==> src/rtl/ft_div_check_seq.sv <==
// ft_div_check_seq: issues one operand pair per start to the shared divider,
// waits for the decoded channel result, and keeps per-channel hit, invalid
// and timeout statistics with sticky per-channel fault flags.
module ft_div_check_seq #(
   parameter int unsigned THRESH  = 3,
   parameter int unsigned TIMEOUT = 64,
   parameter int unsigned CNT_W   = 8
) (
   input  logic             clk,
   input  logic             rst,
   input  logic             start,
   input  logic [31:0]      dividend_i,
   input  logic [31:0]      divisor_i,
   input  logic             clr_fault,
   output logic [31:0]      dividend_tdata,
   output logic             dividend_tvalid,
   input  logic             dividend_tready,
   output logic [31:0]      divisor_tdata,
   output logic             divisor_tvalid,
   input  logic             divisor_tready,
   input  logic [8:0]       judge_result,
   input  logic             judge_result_en,
   output logic             busy,
   output logic             done,
   output logic [8:0]       last_result,
   output logic [7:0]       fault_vec,
   output logic [CNT_W-1:0] invalid_cnt,
   output logic [CNT_W-1:0] timeout_cnt
);

   localparam int unsigned DATA_W = 32;
   localparam int unsigned RES_W  = 9;
   localparam int unsigned NCH    = 8;
   localparam int unsigned HIT_W  = 8;
   localparam int unsigned TMR_W  = $clog2(TIMEOUT);

   typedef enum logic [1:0] {
      S_IDLE  = 2'd0,
      S_ISSUE = 2'd1,
      S_WAIT  = 2'd2
   } state_t;

   state_t              r_state;
   logic [TMR_W-1:0]    r_timer;
   logic [DATA_W-1:0]   r_dvd_data;
   logic [DATA_W-1:0]   r_dvs_data;
   logic                r_dvd_valid;
   logic                r_dvs_valid;
   logic                r_busy;
   logic                r_done;
   logic [RES_W-1:0]    r_last;
   logic [NCH-1:0]      r_fault;
   logic [CNT_W-1:0]    r_inv;
   logic [CNT_W-1:0]    r_tmo;
   logic [HIT_W-1:0]    r_hit [NCH];

   state_t              w_state_nxt;
   logic [TMR_W-1:0]    w_timer_nxt;
   logic [DATA_W-1:0]   w_dvd_data_nxt;
   logic [DATA_W-1:0]   w_dvs_data_nxt;
   logic                w_dvd_valid_nxt;
   logic                w_dvs_valid_nxt;
   logic                w_busy_nxt;
   logic                w_done_nxt;
   logic [RES_W-1:0]    w_last_nxt;
   logic [NCH-1:0]      w_fault_nxt;
   logic [CNT_W-1:0]    w_inv_nxt;
   logic [CNT_W-1:0]    w_tmo_nxt;
   logic [HIT_W-1:0]    w_hit_nxt [NCH];

   logic                w_dvd_pend;
   logic                w_dvs_pend;
   logic                w_onehot;

   // A channel stays pending until its own valid/ready handshake
   assign w_dvd_pend = r_dvd_valid & ~dividend_tready;
   assign w_dvs_pend = r_dvs_valid & ~divisor_tready;
   assign w_onehot   = $onehot(judge_result[NCH-1:0]) & ~judge_result[NCH];

   // Next-state and next-output computation
   always_comb begin
      w_state_nxt     = r_state;
      w_timer_nxt     = r_timer;
      w_dvd_data_nxt  = r_dvd_data;
      w_dvs_data_nxt  = r_dvs_data;
      w_dvd_valid_nxt = r_dvd_valid;
      w_dvs_valid_nxt = r_dvs_valid;
      w_busy_nxt      = r_busy;
      w_done_nxt      = 1'b0;
      w_last_nxt      = r_last;
      w_fault_nxt     = r_fault;
      w_inv_nxt       = r_inv;
      w_tmo_nxt       = r_tmo;
      for (int k = 0; k < int'(NCH); k++) begin
         w_hit_nxt[k] = r_hit[k];
      end

      case (r_state)
         S_IDLE: begin
            if (start) begin
               w_dvd_data_nxt  = dividend_i;
               w_dvs_data_nxt  = divisor_i;
               w_dvd_valid_nxt = 1'b1;
               w_dvs_valid_nxt = 1'b1;
               w_busy_nxt      = 1'b1;
               w_state_nxt     = S_ISSUE;
            end
         end
         S_ISSUE: begin
            w_dvd_valid_nxt = w_dvd_pend;
            w_dvs_valid_nxt = w_dvs_pend;
            if (!w_dvd_pend && !w_dvs_pend) begin
               w_state_nxt = S_WAIT;
               w_timer_nxt = '0;
            end
         end
         S_WAIT: begin
            if (judge_result_en) begin
               w_last_nxt  = judge_result;
               w_done_nxt  = 1'b1;
               w_busy_nxt  = 1'b0;
               w_state_nxt = S_IDLE;
               if (w_onehot) begin
                  for (int k = 0; k < int'(NCH); k++) begin
                     if (judge_result[k]) begin
                        if (r_hit[k] != HIT_W'(THRESH)) begin
                           w_hit_nxt[k] = r_hit[k] + HIT_W'(1);
                        end
                        if (w_hit_nxt[k] == HIT_W'(THRESH)) begin
                           w_fault_nxt[k] = 1'b1;
                        end
                     end
                  end
               end else if (r_inv != {CNT_W{1'b1}}) begin
                  w_inv_nxt = r_inv + CNT_W'(1);
               end
            end else if (r_timer == TMR_W'(TIMEOUT - 1)) begin
               w_last_nxt  = RES_W'(9'h100);
               w_done_nxt  = 1'b1;
               w_busy_nxt  = 1'b0;
               w_state_nxt = S_IDLE;
               if (r_tmo != {CNT_W{1'b1}}) begin
                  w_tmo_nxt = r_tmo + CNT_W'(1);
               end
            end else begin
               w_timer_nxt = r_timer + TMR_W'(1);
            end
         end
         default: begin
            w_state_nxt = S_IDLE;
         end
      endcase

      // Clear overrides any statistics update in the same cycle
      if (clr_fault) begin
         w_fault_nxt = '0;
         w_inv_nxt   = '0;
         w_tmo_nxt   = '0;
         for (int k = 0; k < int'(NCH); k++) begin
            w_hit_nxt[k] = '0;
         end
      end
   end

   // State and registered outputs
   always_ff @(posedge clk) begin
      if (rst) begin
         r_state     <= S_IDLE;
         r_timer     <= '0;
         r_dvd_data  <= '0;
         r_dvs_data  <= '0;
         r_dvd_valid <= 1'b0;
         r_dvs_valid <= 1'b0;
         r_busy      <= 1'b0;
         r_done      <= 1'b0;
         r_last      <= '0;
         r_fault     <= '0;
         r_inv       <= '0;
         r_tmo       <= '0;
         for (int k = 0; k < int'(NCH); k++) begin
            r_hit[k] <= '0;
         end
      end else begin
         r_state     <= w_state_nxt;
         r_timer     <= w_timer_nxt;
         r_dvd_data  <= w_dvd_data_nxt;
         r_dvs_data  <= w_dvs_data_nxt;
         r_dvd_valid <= w_dvd_valid_nxt;
         r_dvs_valid <= w_dvs_valid_nxt;
         r_busy      <= w_busy_nxt;
         r_done      <= w_done_nxt;
         r_last      <= w_last_nxt;
         r_fault     <= w_fault_nxt;
         r_inv       <= w_inv_nxt;
         r_tmo       <= w_tmo_nxt;
         for (int k = 0; k < int'(NCH); k++) begin
            r_hit[k] <= w_hit_nxt[k];
         end
      end
   end

   assign dividend_tdata  = r_dvd_data;
   assign dividend_tvalid = r_dvd_valid;
   assign divisor_tdata   = r_dvs_data;
   assign divisor_tvalid  = r_dvs_valid;
   assign busy            = r_busy;
   assign done            = r_done;
   assign last_result     = r_last;
   assign fault_vec       = r_fault;
   assign invalid_cnt     = r_inv;
   assign timeout_cnt     = r_tmo;

endmodule
==> config.mk <==
export PLATFORM = sky130hd
export DESIGN_NAME = ft_div_check_seq
export DESIGN_NICKNAME = d
export VERILOG_FILES = /design/src/rtl/ft_div_check_seq.sv
export SDC_FILE = /design/constraint.sdc
export NUM_CORES = 1
export LEC_CHECK = 0
export BUFFER_PORTS_ARGS = -buffer_cell sky130_fd_sc_hd__buf_2
export CORE_MARGIN = 5
export CORE_UTILIZATION = 55
export DETAILED_ROUTE_END_ITERATION = 6
export GPL_ROUTABILITY_DRIVEN = 0
export PLACE_DENSITY = 0.81
export SETUP_SLACK_MARGIN = 0.05
export SLEW_MARGIN = 20
export SYNTH_ARGS = -nofsm -noshare
export SYNTH_HDL_FRONTEND = slang
export SYNTH_SLANG_ARGS = --single-unit
==> constraint.sdc <==
create_clock -name clk -period 9.2 [get_ports clk]
set_input_delay 0.92 -clock clk [delete_from_list [all_inputs] [get_ports clk]]
set_output_delay 0.92 -clock clk [all_outputs]
set_load 0.02 [all_outputs]
### Yosys cells after proc, flatten, opt, wreduce, memory -nomap -nowiden

Memory sizes are Yosys's and may differ from the RTL's.
Index checks and enable logic that the tools add are counted.
W data, S select, Z words.

* bits in registers: 109
* output and inout bits: 101
* bits in writable memories: 64
* memories kept: 1
* bits of input ports: 80
* logic and storage cells: 190

* $add $sub $neg: 18
* equal/unequal tests: 27
* bitwise logic cells: 17
* muxes and demuxes: 82
* reductions and logical operators: 26

Memories
* r_hit: depth 8, width 8, rd ports 8, clocked after Yosys merged registers in 0, wr ports 8, RTL line 55 `logic [HIT_W-1:0] r_hit [NCH];`

Operators with widths (count)
* $mux W8: 56
* $mux W64: 4
* $add A8 B1 Y8 const B: 10
* $eq A8 B2 Y1 const B: 8
* $ne A8 B2 Y1 const B: 8
* $reduce_and A5 Y1: 8
* $mux W6: 3
* $mux W9: 2
* $ne A8 B8 Y1 const B: 2
* $pmux W6 S2: 1
* $reduce_and A4 Y1: 3
* $add A1 B1 Y2: 4
* $mux W1: 8
* $mux W2: 4
* $ne A2 B2 Y1 const B: 4
* $or A1 B1 Y1: 8
* $reduce_bool A2 Y1: 4
* $add A2 B2 Y3: 2
* $add A6 B1 Y6 const B: 1
* $eq A6 B6 Y1 const B: 1
* $not A1 Y1: 6
* $pmux W1 S2: 3
* $pmux W2 S3: 1
* $reduce_and A2 Y1: 3
* other kinds (11): 16

### Logic depth before layout (Yosys ltp)

* word-level depth: 14
* depth in mapped cells: 15
* gate-level depth less buffers: 13

### Least setup slack after synthesis

OpenSTA, ideal clock, no wires.

* path type: input-to-reg
* start: input port judge_result[0]
* end: memory r_hit[7][2], in the netlist r_hit[1][26]
* path buffers: 1
* library setup time: 0.071 ns
* slack: 4.190 ns
* stages: 14
* required time: 9.129 ns
* arrival time: 4.940 ns
* cell sequence: clkbuf_1 > inv_1 > fa_1 > fa_1 > fa_1 > inv_1 > ha_1 > inv_1 > fa_1 > a211o_1 > a211o_1 > or3_1 > or3b_1 > a21oi_1

RTL lines
* start: declaration: RTL line 21 `input logic [8:0] judge_result,`
* end: declaration: RTL line 55

==> key figures <==
Power
  – Sw Ratio: 26.3%
  – Flop pwr share: a little under half
  – Clock power frac: 43.1%
  – Tot Pwr: 1.69 mW
  – Gate power share: between 10% and 20%
  – Net Switching: between 0.4 and 0.5 mW
  – Pwr dens: 177 nW/µm²
  – Max VDD drop: 142 µV
  – Internal power: 1.25 mW
  – Leakage: 3.99 nW

Layout
  – Post-Layout Cell Count: 1317
  – Most frequent cells in the layout: nand2_1 (181), buf_2 (180), dfxtp_1 (173)
  – # fillers: 1180
  – Syn-to-layout area delta: 20.1%
  – Multi-input logic area: 4220 µm²
  – Share of post-route cells with drive strength above 1: 20.7%
  – Final Instance Area: 9560 µm²
  – Final #Nets: 1218
  – Antenna diode count: 0
  – Commonest non-fill, non-tap cell in the layout: nand2_1
  – Flip-flop and latch area: ~3500 µm²
  – Fin util: 66.6%

Place
  – Setup WS pre-CTS: ~3.9 ns
  – Hpwl dp: approximately 14000 µm
  – Placed Area: 8960 µm²
  – PortBufs: 180
  – Placed insts: 1285

Floorplan
  – # IOs: 181
  – Core Box Area: 14400 µm²
  – Die width: about 130 µm
  – Starting density of the core: a little under three fifths
  – Die Ht: roughly 130 µm
  – Die area: 17000 µm²
  – Standard-cell rows: 44

Synth
  – Yosys warns: 0
  – Fraction of registers with async set/reset: 0%
  – Compound-cell area share of the yosys netlist: 13.1%
  – Post-Synth Adder-Cell Area: between 3 and 4%
  – Main combinational cell family by area after synthesis: simple AND/OR/NAND/NOR gates
  – Syn Inst Count: roughly 970
  – Yosys top cell by area: dfxtp_1
  – Mux share of post-synthesis cell area: under 10%
  – Distinct cells, synth: 60
  – Post-synthesis sequential area ratio: 43.5%
  – Ys flop type: dfxtp_1
  – Post-synth EDFFs: 0
  – #FFs+latches synth: 173
  – Top-area cell type share of the netlist area: around 43%
  – Syn_nets: around 1100
  – Synth Area in Simple Gates: 27.4%
  – Syn Std Cell Area: 7960 µm²
  – Post-Synth XOR/XNOR Area: between 7 and 8%
  – Synth top area cells: dfxtp_1 (43%), nand2_1 (8.5%), a21oi_1 (5.5%)
  – Syn Area/Cell: 8.24 µm²

Global routing
  – First-pass GRT wire length: 32400 µm
  – Largest net degree at the start of global routing: 82
  – GRT Util Overall: 23.4%
  – Antenna violations before repair: 1
  – GR Overflow Total: 0
  – Vias in the first global route: ~6700

Timing
  – # setup viols final: 0
  – Setup WS post-layout: 4.33 ns
  – RSZ-0062 raised after global routing: no
  – Total Neg Setup Slack: 0 ns
  – Worst Tran Pin Value: 0.863 ns
  – Worst Hold Slack: 0.449 ns
  – Final period util: about 53%
  – Slew HR: between 40% and 50%
  – Layout Skew: around 0.0097 ns
  – Slew Viols, Final: 0
  – Crit path time final: 4.87 ns
  – Fmax: 0.205 GHz
  – Final Hold Fails: 0

Clocking
  – PostCTS Resize Cnt: 0
  – Clock Path Buffers: 2
  – Skew-Pair Late Insertion Delay: 0.43 ns
  – Clock buffer count from CTS: 17
  – Hold_buf cts: 0
  – Postcts setup bufs: 0
  – Clock transition at the registers of the reported paths: 0.07 ns
  – CTS tree: done
  – H-tree Lvls: 4
  – CTS root buffer: clkbuf_16
  – Clock sink count: 173

Worst setup path
  – Critical path capture point type: flop
  – Crit path required time: 9.55 ns
  – Crit path max fanout: 28
  – Crit. Startpoint: judge_result[0]
  – Setup CP Type: in2reg
  – CP arrival: 5.22 ns
  – R2r startpoint: r_state[1]
  – Setup crit start kind: input port

Detailed routing
  – Total Wirelength: 19600 µm
  – Detailed Routing Iterations Pass 1: 5
  – Vias/cell: 5.59
  – DR WL/cell: between 10 and 15 µm
  – Post-DRT Antenna Nets: 0
  – Initial DRC count: 443
  – Routed vias: approximately 7400
  – Detailed-route DRC error count: 0

Worst hold path
  – Hold crit path type: reg2reg
  – Hold_sp: dividend_tdata[30]

Run
  – Max_cap viols: 0

Outcome
  – Status: finished, final reports clean
## sequential cells by signal (all words and copies together) (netlist names)
name             flops
dividend_tdata      32
divisor_tdata       32
r_timer              6
timeout_cnt          8
r_hit               64
done                 1
invalid_cnt          8
last_result          9
dividend_tvalid      1
busy                 1
r_state              2
fault_vec            8
divisor_tvalid       1
## worst max-delay path, cell delays in order
cell and delay (ns):
buf_2 0.18, inv_1 0.08, fa_1 0.55, fa_1 0.43, fa_1 0.45, inv_1 0.08, ha_1 0.16, inv_1 0.05
fa_1 0.38, a211o_1 0.40, a2111oi_4 0.37, buf_4 0.37, nand2_1 0.17, or4b_1 0.48, a21oi_1 0.14
## final cells by class
cell class	count	area share, %
multi-input cells	718	44.2
flip-flops and latches	173	36.2
repair buffers	188	10.0
clock buffers	20	4.67
well taps	184	2.41
clock inverters	12	1.62
inverters	22	0.864
## cells in the mapped netlist, types with 5 or more instances
cell        n
nor3b_1     6
nand2b_1    8
a22oi_1     7
and2_1     10
or3_1      10
a21oi_1    88
nand4_1    23
or4_1       9
mux2i_1     9
xor2_1     48
and3_1     18
buf_1       5
dfxtp_1   173
nand3_1    41
inv_1      22
a31oi_1     5
nor2b_1     6
nor4b_1     8
nand2_1   181
o21ai_0    19
nor3_1     14
o211ai_1    8
clkbuf_1   43
nor4_1      5
xnor2_1    20
nor2_1     93
ha_1       14
a41oi_1     5
## final timing paths
check / cells after the start / end / slack (ns)
max reg2reg: 6 / r_hit[1][11] / 6.73
max: 15 / r_hit[1][11] / 4.33
min reg2reg: 2 / dividend_tdata[30] / 0.45
min: 2 / dividend_tdata[30] / 0.45
## routing by layer
layer	wire length (µm)	track usage (%)
met1	8360	30.2
met2	9420	37.0
met3	1460	8.27
met4	317	7.21
met5	13	0
## cells by family after synthesis
group                    Yosys count
buffers and inverters             75
flip-flops                       173
AND/OR/NAND/NOR                  455
multiplexers                      13
XOR/XNOR                          68
adder cells (fa/ha/maj)           18
AO/OA/AOI/OAI                    164
## power by group through the flow
stage / registers (mW) / clock network (mW) / logic (mW)
final: 0.786 / 0.729 / 0.179
after global routing: 0.788 / 0.788 / 0.199
after CTS: 0.785 / 0.743 / 0.180
after detailed placement: 0.802 / 0 / 0.179
after global placement: 0.801 / 0 / 0.176
after floorplan: 0.827 / 0 / 0.0903
No activity file was read; power rests on OpenSTA's default activity.
